$ cat src/rtl/rtc_prog_ctrl.sv
// Programming-mode controller: BCD field editing with a cursor, then a 3-write req/ack commit on mode exit.
// Optional timer group (mode 11) is built when PROG_TIMER_EN is defined; otherwise mode 11 behaves like 00.
module rtc_prog_ctrl #(
  parameter logic [7:0] DIR_FECHA = 8'h24,
  parameter logic [7:0] DIR_HORA  = 8'h21,
  parameter logic [7:0] DIR_TIMER = 8'h41
) (
  input  logic       clk,
  input  logic       reset,
  input  logic [1:0] programacion,
  input  logic       btn_up,
  input  logic       btn_down,
  input  logic       btn_left,
  input  logic       btn_right,
  input  logic       wr_ack,
  output logic       editing,
  output logic [1:0] campo,
  output logic [7:0] valor,
  output logic       wr_req,
  output logic [7:0] wr_addr,
  output logic [7:0] wr_data,
  output logic       done
);

  typedef enum logic [2:0] {S_IDLE, S_EDIT, S_WREQ, S_WGAP, S_DONE} state_t;

  localparam logic [1:0] M_NONE  = 2'b00;
  localparam logic [1:0] M_FECHA = 2'b01;
  localparam logic [1:0] M_HORA  = 2'b10;
  localparam logic [1:0] M_TIMER = 2'b11;

  state_t          state_q, state_d;
  logic [1:0]      modo_q, modo_d;
  logic [1:0]      campo_q, campo_d;
  logic [1:0]      idx_q, idx_d;
  logic [2:0][7:0] fecha_q, fecha_d;
  logic [2:0][7:0] hora_q, hora_d;
`ifdef PROG_TIMER_EN
  logic [2:0][7:0] timer_q, timer_d;
`endif

  logic [1:0]      prog_eff;
  logic [2:0][7:0] grp;
  logic [7:0]      cur_val;
  logic [7:0]      new_val;
  logic [7:0]      wr_val;
  logic [7:0]      wr_base;

  function automatic logic [7:0] fld_min(input logic [1:0] m, input logic [1:0] k);
    return (m == M_FECHA && k != 2'd2) ? 8'h01 : 8'h00;
  endfunction

  function automatic logic [7:0] fld_max(input logic [1:0] m, input logic [1:0] k);
    if (m == M_FECHA) begin
      if (k == 2'd0) return 8'h31;
      if (k == 2'd1) return 8'h12;
      return 8'h99;
    end
    return (k == 2'd0) ? 8'h23 : 8'h59;
  endfunction

  function automatic logic [7:0] bcd_inc(input logic [7:0] v, input logic [7:0] lo, input logic [7:0] hi);
    if (v == hi) return lo;
    if (v[3:0] == 4'd9) return {v[7:4] + 4'd1, 4'd0};
    return v + 8'd1;
  endfunction

  function automatic logic [7:0] bcd_dec(input logic [7:0] v, input logic [7:0] lo, input logic [7:0] hi);
    if (v == lo) return hi;
    if (v[3:0] == 4'd0) return {v[7:4] - 4'd1, 4'd9};
    return v - 8'd1;
  endfunction

  // Without the timer group, mode 11 is indistinguishable from "no mode".
  always_comb begin
    prog_eff = programacion;
`ifndef PROG_TIMER_EN
    if (programacion == M_TIMER) prog_eff = M_NONE;
`endif
  end

  always_comb begin
    grp = '0;
    case (modo_q)
      M_FECHA: grp = fecha_q;
      M_HORA:  grp = hora_q;
`ifdef PROG_TIMER_EN
      M_TIMER: grp = timer_q;
`endif
      default: grp = '0;
    endcase
  end

  always_comb begin
    cur_val = grp[2];
    case (campo_q)
      2'd0:    cur_val = grp[0];
      2'd1:    cur_val = grp[1];
      default: cur_val = grp[2];
    endcase
  end

  always_comb begin
    wr_val = grp[2];
    case (idx_q)
      2'd0:    wr_val = grp[0];
      2'd1:    wr_val = grp[1];
      default: wr_val = grp[2];
    endcase
  end

  always_comb begin
    new_val = cur_val;
    if (btn_up && !btn_down)
      new_val = bcd_inc(cur_val, fld_min(modo_q, campo_q), fld_max(modo_q, campo_q));
    else if (btn_down && !btn_up)
      new_val = bcd_dec(cur_val, fld_min(modo_q, campo_q), fld_max(modo_q, campo_q));
  end

  // Date fields go out in ascending address order; time/timer fields descend from base+2.
  always_comb begin
    wr_base = 8'h00;
    case (modo_q)
      M_FECHA: wr_base = DIR_FECHA + {6'd0, idx_q};
      M_HORA:  wr_base = DIR_HORA + (8'd2 - {6'd0, idx_q});
`ifdef PROG_TIMER_EN
      M_TIMER: wr_base = DIR_TIMER + (8'd2 - {6'd0, idx_q});
`endif
      default: wr_base = 8'h00;
    endcase
  end

  always_comb begin
    state_d = state_q;
    modo_d  = modo_q;
    campo_d = campo_q;
    idx_d   = idx_q;
    fecha_d = fecha_q;
    hora_d  = hora_q;
`ifdef PROG_TIMER_EN
    timer_d = timer_q;
`endif
    case (state_q)
      S_IDLE: begin
        if (prog_eff != M_NONE) begin
          state_d = S_EDIT;
          modo_d  = prog_eff;
          campo_d = 2'd0;
        end
      end
      S_EDIT: begin
        case (modo_q)
          M_FECHA: fecha_d[campo_q] = new_val;
          M_HORA:  hora_d[campo_q]  = new_val;
`ifdef PROG_TIMER_EN
          M_TIMER: timer_d[campo_q] = new_val;
`endif
          default: ;
        endcase
        if (btn_right && !btn_left)
          campo_d = (campo_q == 2'd2) ? 2'd0 : campo_q + 2'd1;
        else if (btn_left && !btn_right)
          campo_d = (campo_q == 2'd0) ? 2'd2 : campo_q - 2'd1;
        if (prog_eff != modo_q) begin
          state_d = S_WREQ;
          idx_d   = 2'd0;
        end
      end
      S_WREQ: begin
        if (wr_ack) begin
          if (idx_q == 2'd2) begin
            state_d = S_DONE;
          end else begin
            state_d = S_WGAP;
            idx_d   = idx_q + 2'd1;
          end
        end
      end
      S_WGAP:  state_d = S_WREQ;
      S_DONE:  state_d = S_IDLE;
      default: state_d = S_IDLE;
    endcase
  end

  always_ff @(posedge clk or posedge reset) begin
    if (reset) begin
      state_q <= S_IDLE;
      modo_q  <= M_NONE;
      campo_q <= 2'd0;
      idx_q   <= 2'd0;
      fecha_q <= {8'h00, 8'h01, 8'h01};
      hora_q  <= '0;
`ifdef PROG_TIMER_EN
      timer_q <= '0;
`endif
    end else begin
      state_q <= state_d;
      modo_q  <= modo_d;
      campo_q <= campo_d;
      idx_q   <= idx_d;
      fecha_q <= fecha_d;
      hora_q  <= hora_d;
`ifdef PROG_TIMER_EN
      timer_q <= timer_d;
`endif
    end
  end

  // Outputs decode straight from the state flop so reset drops wr_req without waiting for an edge.
  assign editing = (state_q == S_EDIT);
  assign wr_req  = (state_q == S_WREQ);
  assign done    = (state_q == S_DONE);
  assign campo   = campo_q;
  assign valor   = cur_val;
  assign wr_addr = wr_req ? wr_base : 8'h00;
  assign wr_data = wr_req ? wr_val : 8'h00;

endmodule

$ cat config.mk
export PLATFORM = sky130hd
export DESIGN_NAME = rtc_prog_ctrl
export DESIGN_NICKNAME = d
export VERILOG_FILES = /design/src/rtl/rtc_prog_ctrl.sv
export SDC_FILE = /design/constraint.sdc
export NUM_CORES = 1
export LEC_CHECK = 0
export BUFFER_PORTS_ARGS = -buffer_cell sky130_fd_sc_hd__buf_2
export CORE_MARGIN = 8
export CORE_UTILIZATION = 50
export CTS_CLUSTER_SIZE = 14
export DETAILED_ROUTE_END_ITERATION = 10
export PLACE_DENSITY = 0.69
export SLEW_MARGIN = 30
export SYNTH_ARGS = -nofsm -noshare
export SYNTH_HDL_FRONTEND = slang
export SYNTH_SLANG_ARGS = --single-unit
$ cat constraint.sdc
create_clock -name clk -period 4.1 [get_ports clk]
set_input_delay 0.82 -clock clk [delete_from_list [all_inputs] [get_ports clk]]
set_output_delay 0.82 -clock clk [all_outputs]
set_load 0.05 [all_outputs]
[Word level (Yosys, flattened, before mapping)]
Cells that the tools add are included.
Storage, ports and cells
  logic and storage cells: 144
  output and inout port bits: 29
  flip-flop bits (word level): 57
Cells by class
  add/sub/neg operators: 10
  reduce and logical (&&, ||, !) cells: 23
  equal/unequal tests: 21
  magnitude comparators: 2
  muxes and demuxes: 78
Operator list (count)
  8-bit 2-to-1 mux: 24
  24-bit bitwise mux: 2
  24-bit case mux with 2 select lines: 1
  8-bit case mux with 2 select lines: 3
  1-bit 2-to-1 mux: 30
  2-bit 2-to-1 mux: 9
  8-bit demux with 2-bit select: 1
  3-bit 2-to-1 mux: 4
  3-bit case mux with 4 select lines: 1
  7-bit by 3-bit adder with 8-bit output, first input constant: 1
  8-bit by 1-bit adder with 8-bit output, second input constant: 1
  2-bit equality test, second input constant: 4
  8-bit by 1-bit equality test with 1-bit output: 1
  8-bit equality test: 1
  2-bit != test, second input constant: 4
  2-bit case mux with 2 select lines: 2
  8-bit by 1-bit subtractor with 8-bit output, second input constant: 1
  6-bit by 2-bit adder with 7-bit output, first input constant: 1
  7-bit 2-to-1 mux: 1
  2-bit by 1-bit equality test with 1-bit output, second input constant: 3
  3-bit by 2-bit equality test with 1-bit output, second input constant: 2
  1-bit logical AND: 6
  2-bit AND reduction: 3
  3-bit AND reduction: 2
  other kinds (19): 26

[Longest topological paths before layout]
Gate-level depths: netlist of the first run.
  depth in word-level cells: 21
  gate-level depth with buffers: 16
  gate-level depth less buffers: 14

[Least setup slack after synthesis of the first run]
Ideal clock, no wire load.
  kind: register to register
  start: register campo_q[0] (netlist: campo[0])
  end: register fecha_q[14] in the netlist's numbering
  arrival time: 4.092 ns
  stages on the path, launching flop included: 15
  library setup time: 0.125 ns
  path buffers: 1
  setup slack: -0.117 ns
  cells stage by stage: dfrtp_1 > inv_1 > ha_1 > buf_2 > and2b_1 > a22oi_1 > nand2_1 > inv_2 > ha_1 > inv_1 > a311oi_1 > a21oi_1 > o311a_1 > a31o_2 > mux2_2
Between the ends
  elaborated cells on any way between the ends: 65
RTL lines
  start, declared: line 34  | logic [1:0] campo_q, campo_d;
  start signal, assigned: line 199  | campo_q <= campo_d;
  2-bit by 1-bit equality test with 1-bit output or 2-bit zero test (tied branches): line 96  | case (campo_q)
  8-bit case mux with 2 select lines *: line 96
  via valor[1]: line 18  | output logic [7:0] valor,
  4-bit zero test: line 70  | if (v[3:0] == 4'd0) return {v[7:4] - 4'd1, 4'd9};
  1-bit 2-to-1 mux (2 in a row): line 70
  1-bit 2-to-1 mux: line 116  | else if (btn_down && !btn_up)
  1-bit 2-to-1 mux: line 114  | if (btn_up && !btn_down)
  8-bit 2-to-1 mux: line 71  | return v - 8'd1;
  8-bit 2-to-1 mux: line 70
  8-bit 2-to-1 mux: line 116
  8-bit 2-to-1 mux *: line 114
  24-bit bitwise mux *: line 153  | M_FECHA: fecha_d[campo_q] = new_val;
  end signal, assigned: line 191  | fecha_q <= {8'h00, 8'h01, 8'h01};
  end signal, assigned: line 201  | fecha_q <= fecha_d;
  end, declared: line 36  | logic [2:0][7:0] fecha_q, fecha_d;
The timed path passes the listed nets; every way through them passes the cells marked *. The select of a mux whose other input is x is not followed.
A chain may end at the register's enable or synchronous reset.

[Final worst setup path of the first run]
  start: register modo_q[0]
  end: register fecha_q[18] in the netlist's numbering
Between the ends
  word-level cells in the longest chain between the ends: 13
  elaborated cells on any way between the ends: 42
Ends and longest elaborated chain
  start, declared: line 33  | logic [1:0] modo_q, modo_d;
  start signal, assigned: line 198  | modo_q <= modo_d;
  2-bit equality test or 2-bit by 1-bit equality test with 1-bit output (tied branches): line 84, 50, 54
  24-bit case mux with 2 select lines: line 84  | case (modo_q)
  8-bit case mux with 2 select lines: line 96
  4-bit zero test: line 70
  1-bit 2-to-1 mux (2 in a row): line 70
  1-bit 2-to-1 mux: line 116
  1-bit 2-to-1 mux: line 114
  8-bit 2-to-1 mux: line 71
  8-bit 2-to-1 mux: line 70
  8-bit 2-to-1 mux: line 116
  8-bit 2-to-1 mux: line 114
  24-bit bitwise mux: line 153
Parallel ways exist; a longest one is shown, timed or not. The select of a mux whose other input is x is not followed.

==> results of run 1 <==
-- cells in the final DEF, fill, tap and decap left out, types with 5 or more instances in the layout --
| master | instances |
|---|---|
| nor3_1 | 10 |
| dfrtp_1 | 55 |
| nor4_1 | 5 |
| o22ai_1 | 6 |
| buf_2 | 34 |
| clkbuf_8 | 9 |
| a21oi_1 | 18 |
| nor2_1 | 30 |
| mux2_2 | 43 |
| buf_4 | 22 |
| nand2_1 | 45 |
| ha_1 | 22 |
| a22o_1 | 24 |
| nor3b_1 | 6 |
| o21ai_0 | 22 |
| a22oi_1 | 19 |
| nand3_1 | 15 |
| inv_1 | 24 |
| and3_1 | 6 |
-- how the worst min path moves through the flow --
| stage | slack [ns] | from | end |
|---|---|---|---|
| floorplan | 0.45 | fecha_q[1] | fecha_q[1] |
| global placement | 0.47 | fecha_q[1] | fecha_q[1] |
| detailed placement | 0.49 | fecha_q[1] | fecha_q[1] |
| CTS | 0.50 | fecha_q[1] | fecha_q[1] |
| global route | 0.53 | reset | hora_q[16] |
| finish | 0.49 | reset | hora_q[16] |
-- logic make-up after synthesis --
kind of cell / share of synthesized area [%]
mux: 11.77
buf+inv: 6.271
flops: 32.70
simple gates: 17.12
compound gates: 24.54
other cells: 0.08583
xor+xnor: 1.203
fa+ha+maj: 6.300
-- timing repair --
| item | CTS | global route |
|---|---|---|
| gates resized for setup | 0 | 1 |
| setup endpoints to repair | 0 | 26 |
| setup buffers | 0 | 7 |
| endpoints found under the hold margin | 0 | 0 |
-- per-layer routing --
metal	vias to the layer above	track usage, %
li1	1840	-
met1	1944	29.09
met2	204	32.99
met3	35	3.517
met4	0	10.13
met5	-	0
-- through the flow --
step / setup WS (ns) / cells / hold slack, ns
3_5_place_dp: 0.1200 / 603 / 0.4861
5_1_grt: 0.04885 / 626 / 0.5284
3_3_place_gp: 0.09597 / 603 / 0.4727
2_1_floorplan: 0.03921 / 475 / 0.4502
6_report: 0.2454 / 626 / 0.4859
4_1_cts: 0.1207 / 619 / 0.5006
-- sequential cells by signal, indices dropped and copies added (netlist names) --
| register | flops |
|---|---|
| campo | 2 |
| fecha_q | 24 |
| hora_q | 24 |
| idx_q | 2 |
| modo_q | 2 |
| state_q | 3 |
-- final cells by class --
class | count | area (um2)
clock inverters | 5 | 56.30
clock buffers | 11 | 131.4
flip-flops and latches | 57 | 1429
repair buffers | 57 | 355.3
inverters | 27 | 101.3
well taps | 108 | 135.1
fillers | 746 | 3701
multi-input cells | 361 | 2684
-- power by group --
part           internal (mW)  switching (mW)
registers              0.734           0.126
logic                  0.750            1.40
clock network          0.280           0.233
==> results.sh, run 1 <==
export IMPL_numCtsBuffers=9
export IMPL_grt_overflow=0
export IMPL_fp_dieH_um=109.5
export IMPL_worst_slew_margin_rel_pct=53.05
export IMPL_track_usage_pct=21.54
export IMPL_wl_met3_um=980
export IMPL_r2r_start="modo_q[0]"
export IMPL_reg2reg_to="fecha_q[18]"
export IMPL_top_layer_used="met4"
export IMPL_utilization_pct=56.93
export IMPL_grt_antenna_before_repair=0
export IMPL_final_setup_tns_ns=0
export IMPL_hold_viol_final=0
export IMPL_critPathCapture="fecha_q[18]"
export IMPL_synth_edff_count=0
export IMPL_root_buffer="clkbuf_8"
export IMPL_dr_pass1_iters=5
export IMPL_max_freq_mhz=259.4
export IMPL_critPathTopFamily="compound AO/OA/AOI/OAI gates"
export IMPL_synthTopCellsByArea="dfrtp_1 (32%), mux2_2 (11%), ha_1 (6.3%), a22o_1 (4.8%), nand2_1 (4.0%)"
export IMPL_wl_per_cell_um=19.96
export IMPL_fin_skew_ns=0.01672
export IMPL_cpMostUsedCell="ha_1"
export IMPL_cts_hold_buf=0
export IMPL_cp_num_buf_inv=2
export IMPL_cts_htree_levels=3
export IMPL_maxCapViolations=0
export IMPL_fp_dieArea_um2=11990
export IMPL_routed_via_density=6.427
export IMPL_place_gp_congestion=0.9543
export IMPL_ys_warnings_count=0
export IMPL_post_route_cell_area_um2=4892
export IMPL_ir_drop_mv=0.2937
export IMPL_postPlaceCellArea_um2=4644
export IMPL_clk_pin_slew_ns=0.08
export IMPL_n_antenna_cell=0
export IMPL_status="completed"
export IMPL_drive_gt1_share_pct=25.68
export IMPL_core_um2=8593
export IMPL_cts_tree="yes"
export IMPL_final_nets=544
export IMPL_power_total_mw=3.520
export IMPL_start_util_pct=50.84
export IMPL_rsz0062_at_grt="false"
export IMPL_required_ns=4.32
export IMPL_num_vias=4023
export IMPL_grt_pass1_wl_mm=20.31
export IMPL_period_share_pct=94.02
export IMPL_critical_path_class="flop to flop"
export IMPL_wl_met1_mm=5.396
export IMPL_syn_inst=473
export IMPL_postSynthAreaPerCell_um2=9.237
export IMPL_ys_seq_area_share_pct=32.70
export IMPL_worst_path_stages=12
export IMPL_grt_pass1_vias=3902
export IMPL_hp_class="input pin to asynchronous set/reset pin"
export IMPL_arrival_ns=4.07
export IMPL_synth_seq_cells=57
export IMPL_path_cells="inv_1, ha_1, buf_4, a22o_1, and2_1, a221oi_4, ha_1, and4_1, nand2_1, a22oi_1, o221ai_1, mux2_2"
export IMPL_endpoint_kind="flop"
export IMPL_r2r_slack_ns=0.25
export IMPL_clockBufferDepth=2
export IMPL_yosys_cell_count_top_type="dfrtp_1"
export IMPL_crit_slowest_cell="dfrtp_1"
export IMPL_die_w_um=109.5
export IMPL_yosys_area_top_type="dfrtp_1"
export IMPL_synth_top_cell_area_share_pct=31.50
export IMPL_synthFlopType="dfrtp_1"
export IMPL_p_leak_nw=2.250
export IMPL_num_rows=34
export IMPL_slew_viol_final=0
export IMPL_wl_met2_mm=5.758
export IMPL_synthArstFlopShare_pct=100.0
export IMPL_fin_crit_ns=3.855
export IMPL_grt_max_degree=44
export IMPL_max_slew_worst_pin_slew_ns=0.7017
export IMPL_io_pins=38
export IMPL_rr_worst_depth=12
export IMPL_powerDensity_nw_per_um2=719.6
export IMPL_setup_violations=0
export IMPL_insertion_delay_ns=0.35
export IMPL_worstSetupStartpointType="flop"
export IMPL_startpoint="modo_q[0]"
export IMPL_io_buffers=34
export IMPL_synth_common_cells="dfrtp_1 (55), nand2_1 (46), mux2_2 (43)"
export IMPL_clkSinkCount=57
export IMPL_yosysUniqueCellTypes=74
export IMPL_postRouteAntennaNets=0
export IMPL_drc=0
export IMPL_crit_fanout=14
export IMPL_drtIter0Drc=409
export IMPL_dp_hpwl_mm=9.246
export IMPL_wl_mm=12.49
export IMPL_critPathMaxStageDelay_ns=0.39
export IMPL_syn_cell_area_um2=4369
export IMPL_syn2layout_area_growth_pct=11.97
Note: power is estimated with default switching activity, not from simulation.
==> run 2, diff against run 1 <==
Settings changed: CORE_UTILIZATION 50 to 60, PLACE_DENSITY 0.69 to 0.8.
==> run 2 against run 1 <==
Effect of this change: flip-flop and latch count unchanged; critical path depth unchanged; fmax down 3.1%; combinational power about the same; core utilization increased by 11 points.
==> results.sh, run 2 (same netlist as run 1, synthesis figures left out) <==
export IMPL_status="completed"
export IMPL_grt_max_degree=38
export IMPL_fillerInstances=568
export IMPL_core_um2=7137
export IMPL_start_util_pct=61.22
export IMPL_critPathMaxStageDelay_ns=0.54
export IMPL_arrival_ns=4.20
export IMPL_io_buffers=34
export IMPL_wl_met3_mm=1.151
export IMPL_wl_per_cell_um=20.84
export IMPL_cts_tree="yes"
export IMPL_period_share_pct=96.99
export IMPL_clkSinkCount=57
export IMPL_p_int_mw=1.801
export IMPL_top_regs="fecha_q x24, hora_q x24, state_q x3"
export IMPL_fin_skew_ns=0.005601
export IMPL_drive_gt1_share_pct=25.34
export IMPL_num_vias=4041
export IMPL_final_common_cell="dfrtp_1"
export IMPL_numCtsBuffers=9
export IMPL_clockBufferDepth=2
export IMPL_p_comb_share_pct=60.3
export IMPL_power_total_mw=3.574
export IMPL_setup_violations=0
export IMPL_cpMostUsedCell="ha_1"
export IMPL_num_rows=31
export IMPL_worstSetupStartpointType="flop"
export IMPL_n_antenna_cell=0
export IMPL_p_switching_mw=1.773
export IMPL_place_gp_congestion=0.9775
export IMPL_cts_hold_buf=0
export IMPL_mostFrequentLayoutCells="dfrtp_1 (55), nand2_1 (45), mux2_2 (43), buf_2 (34), nor2_1 (30)"
export IMPL_maxCapViolations=0
export IMPL_drtIter0Drc=487
export IMPL_clk_pin_slew_ns=0.07
export IMPL_routed_via_density=6.603
export IMPL_max_freq_mhz=251.5
export IMPL_crit_fanout=13
export IMPL_dp_hpwl_mm=9.515
export IMPL_insertion_delay_ns=0.34
export IMPL_grt_antenna_before_repair=0
export IMPL_grt_pass1_vias=3849
export IMPL_fp_dieArea_um2=10270
export IMPL_path_cells="inv_1, ha_1, and2b_1, a22oi_1, nand2_2, inv_2, ha_1, a21oi_1, nor4_1, o22ai_1, a211o_1, mux2_2"
export IMPL_powerDensity_nw_per_um2=734.9
export IMPL_drc=0
export IMPL_io_pins=38
export IMPL_root_buffer="clkbuf_8"
export IMPL_fp_dieH_um=101.3
export IMPL_crit_slowest_cell="ha_1"
export IMPL_hold_viol_final=0
export IMPL_grt_overflow=0
export IMPL_final_setup_tns_ns=0
export IMPL_required_ns=4.33
export IMPL_wl_met2_mm=5.837
export IMPL_worst_slew_margin_rel_pct=55.15
export IMPL_endpoint_kind="flop"
export IMPL_p_sw_share_pct=49.61
export IMPL_cts_htree_levels=3
export IMPL_pwr_share_clk_pct=15.5
export IMPL_wl_met1_mm=5.344
export IMPL_track_usage_pct=25.25
export IMPL_wl_mm=12.76
export IMPL_critical_path_class="flop to flop"
export IMPL_die_w_um=101.3
export IMPL_fin_crit_ns=3.977
export IMPL_dr_pass1_iters=5
export IMPL_slew_viol_final=0
export IMPL_max_slew_worst_pin_slew_ns=0.6728
export IMPL_p_seq_share_pct=24.1
export IMPL_postRouteAntennaNets=0
export IMPL_grt_pass1_wl_mm=20.29
export IMPL_ir_drop_mv=0.4176
export IMPL_utilization_pct=68.15
export IMPL_syn2layout_area_growth_pct=11.31
export IMPL_p_leak_nw=2.236
export IMPL_hp_class="input pin to asynchronous set/reset pin"
export IMPL_rsz0062_at_grt="false"
export IMPL_final_nets=539
export IMPL_top_layer_used="met4"
==> run 2: path summary, 6_finish.rpt <==
path,to,slack [ns],depth (start not counted),startpoint
setup reg to reg,hora_q[7],0.12,12,modo_q[0]
min in group clk,fecha_q[1],0.49,2,fecha_q[1]
hold reg to reg,fecha_q[1],0.49,2,fecha_q[1]
max in group asynchronous,hora_q[14],2.79,3,reset
setup / recovery,hora_q[7],0.12,12,modo_q[0]
hold / removal,campo[0],0.48,2,reset
==> run 2: power groups by stage <==
stage | logic [mW] | clock network, mW | registers, mW
2_1_floorplan | 1.55 | 0 | 0.849
3_3_place_gp | 2.01 | 0 | 0.854
3_5_place_dp | 2.05 | 0 | 0.869
4_1_cts | 2.06 | 0.560 | 0.859
5_1_grt | 2.31 | 0.581 | 0.883
6_report | 2.16 | 0.555 | 0.862
==> run 2: layer usage <==
layer	track usage, %	vias up
met4	11.68	0
met3	5.361	41
met2	39.57	234
met1	32.56	1929
li1	-	1837
met5	0	-
==> run 2: per-stage QoR <==
stage | std cells | setup slack, ns | instance area, um2 | hold slack (ns)
2_1_floorplan | 475 | 0.03921 | 4379 | 0.4502
3_3_place_gp | 591 | 0.2624 | 4611 | 0.4646
3_5_place_dp | 591 | 0.2242 | 4611 | 0.4748
4_1_cts | 607 | 0.1819 | 4826 | 0.4886
5_1_grt | 612 | 0.009076 | 4863 | 0.5109
6_report | 612 | 0.1234 | 4863 | 0.4795
==> run 2: what timing repair did <==
item                                    in CTS  in global routing
buffers inserted                             0                  5
gates resized for setup                      0                  0
endpoints found under the setup margin       0                  6
==> run 2: layout make-up <==
type,count,area (um2),area share [%]
Multi-Input combinational cell,361,2676,55.03
Clock inverter,4,50.05,1.029
Clock buffer,12,165.2,3.396
Inverter,27,101.3,2.084
Tap cell,99,123.9,2.547
Sequential cell,57,1429,29.38
Timing Repair Buffer,52,317.8,6.535
==> run 2: critical path, delay by kind of cell, from the launching register on <==
kind | cells | cell delay [ns]
and+or+nand+nor | 3 | 1.01
AOI/OAI and AO/OA | 4 | 0.99
adders and majority gates | 2 | 0.90
DFF | 1 | 0.39
muxes | 1 | 0.29
buffers and inverters | 2 | 0.28
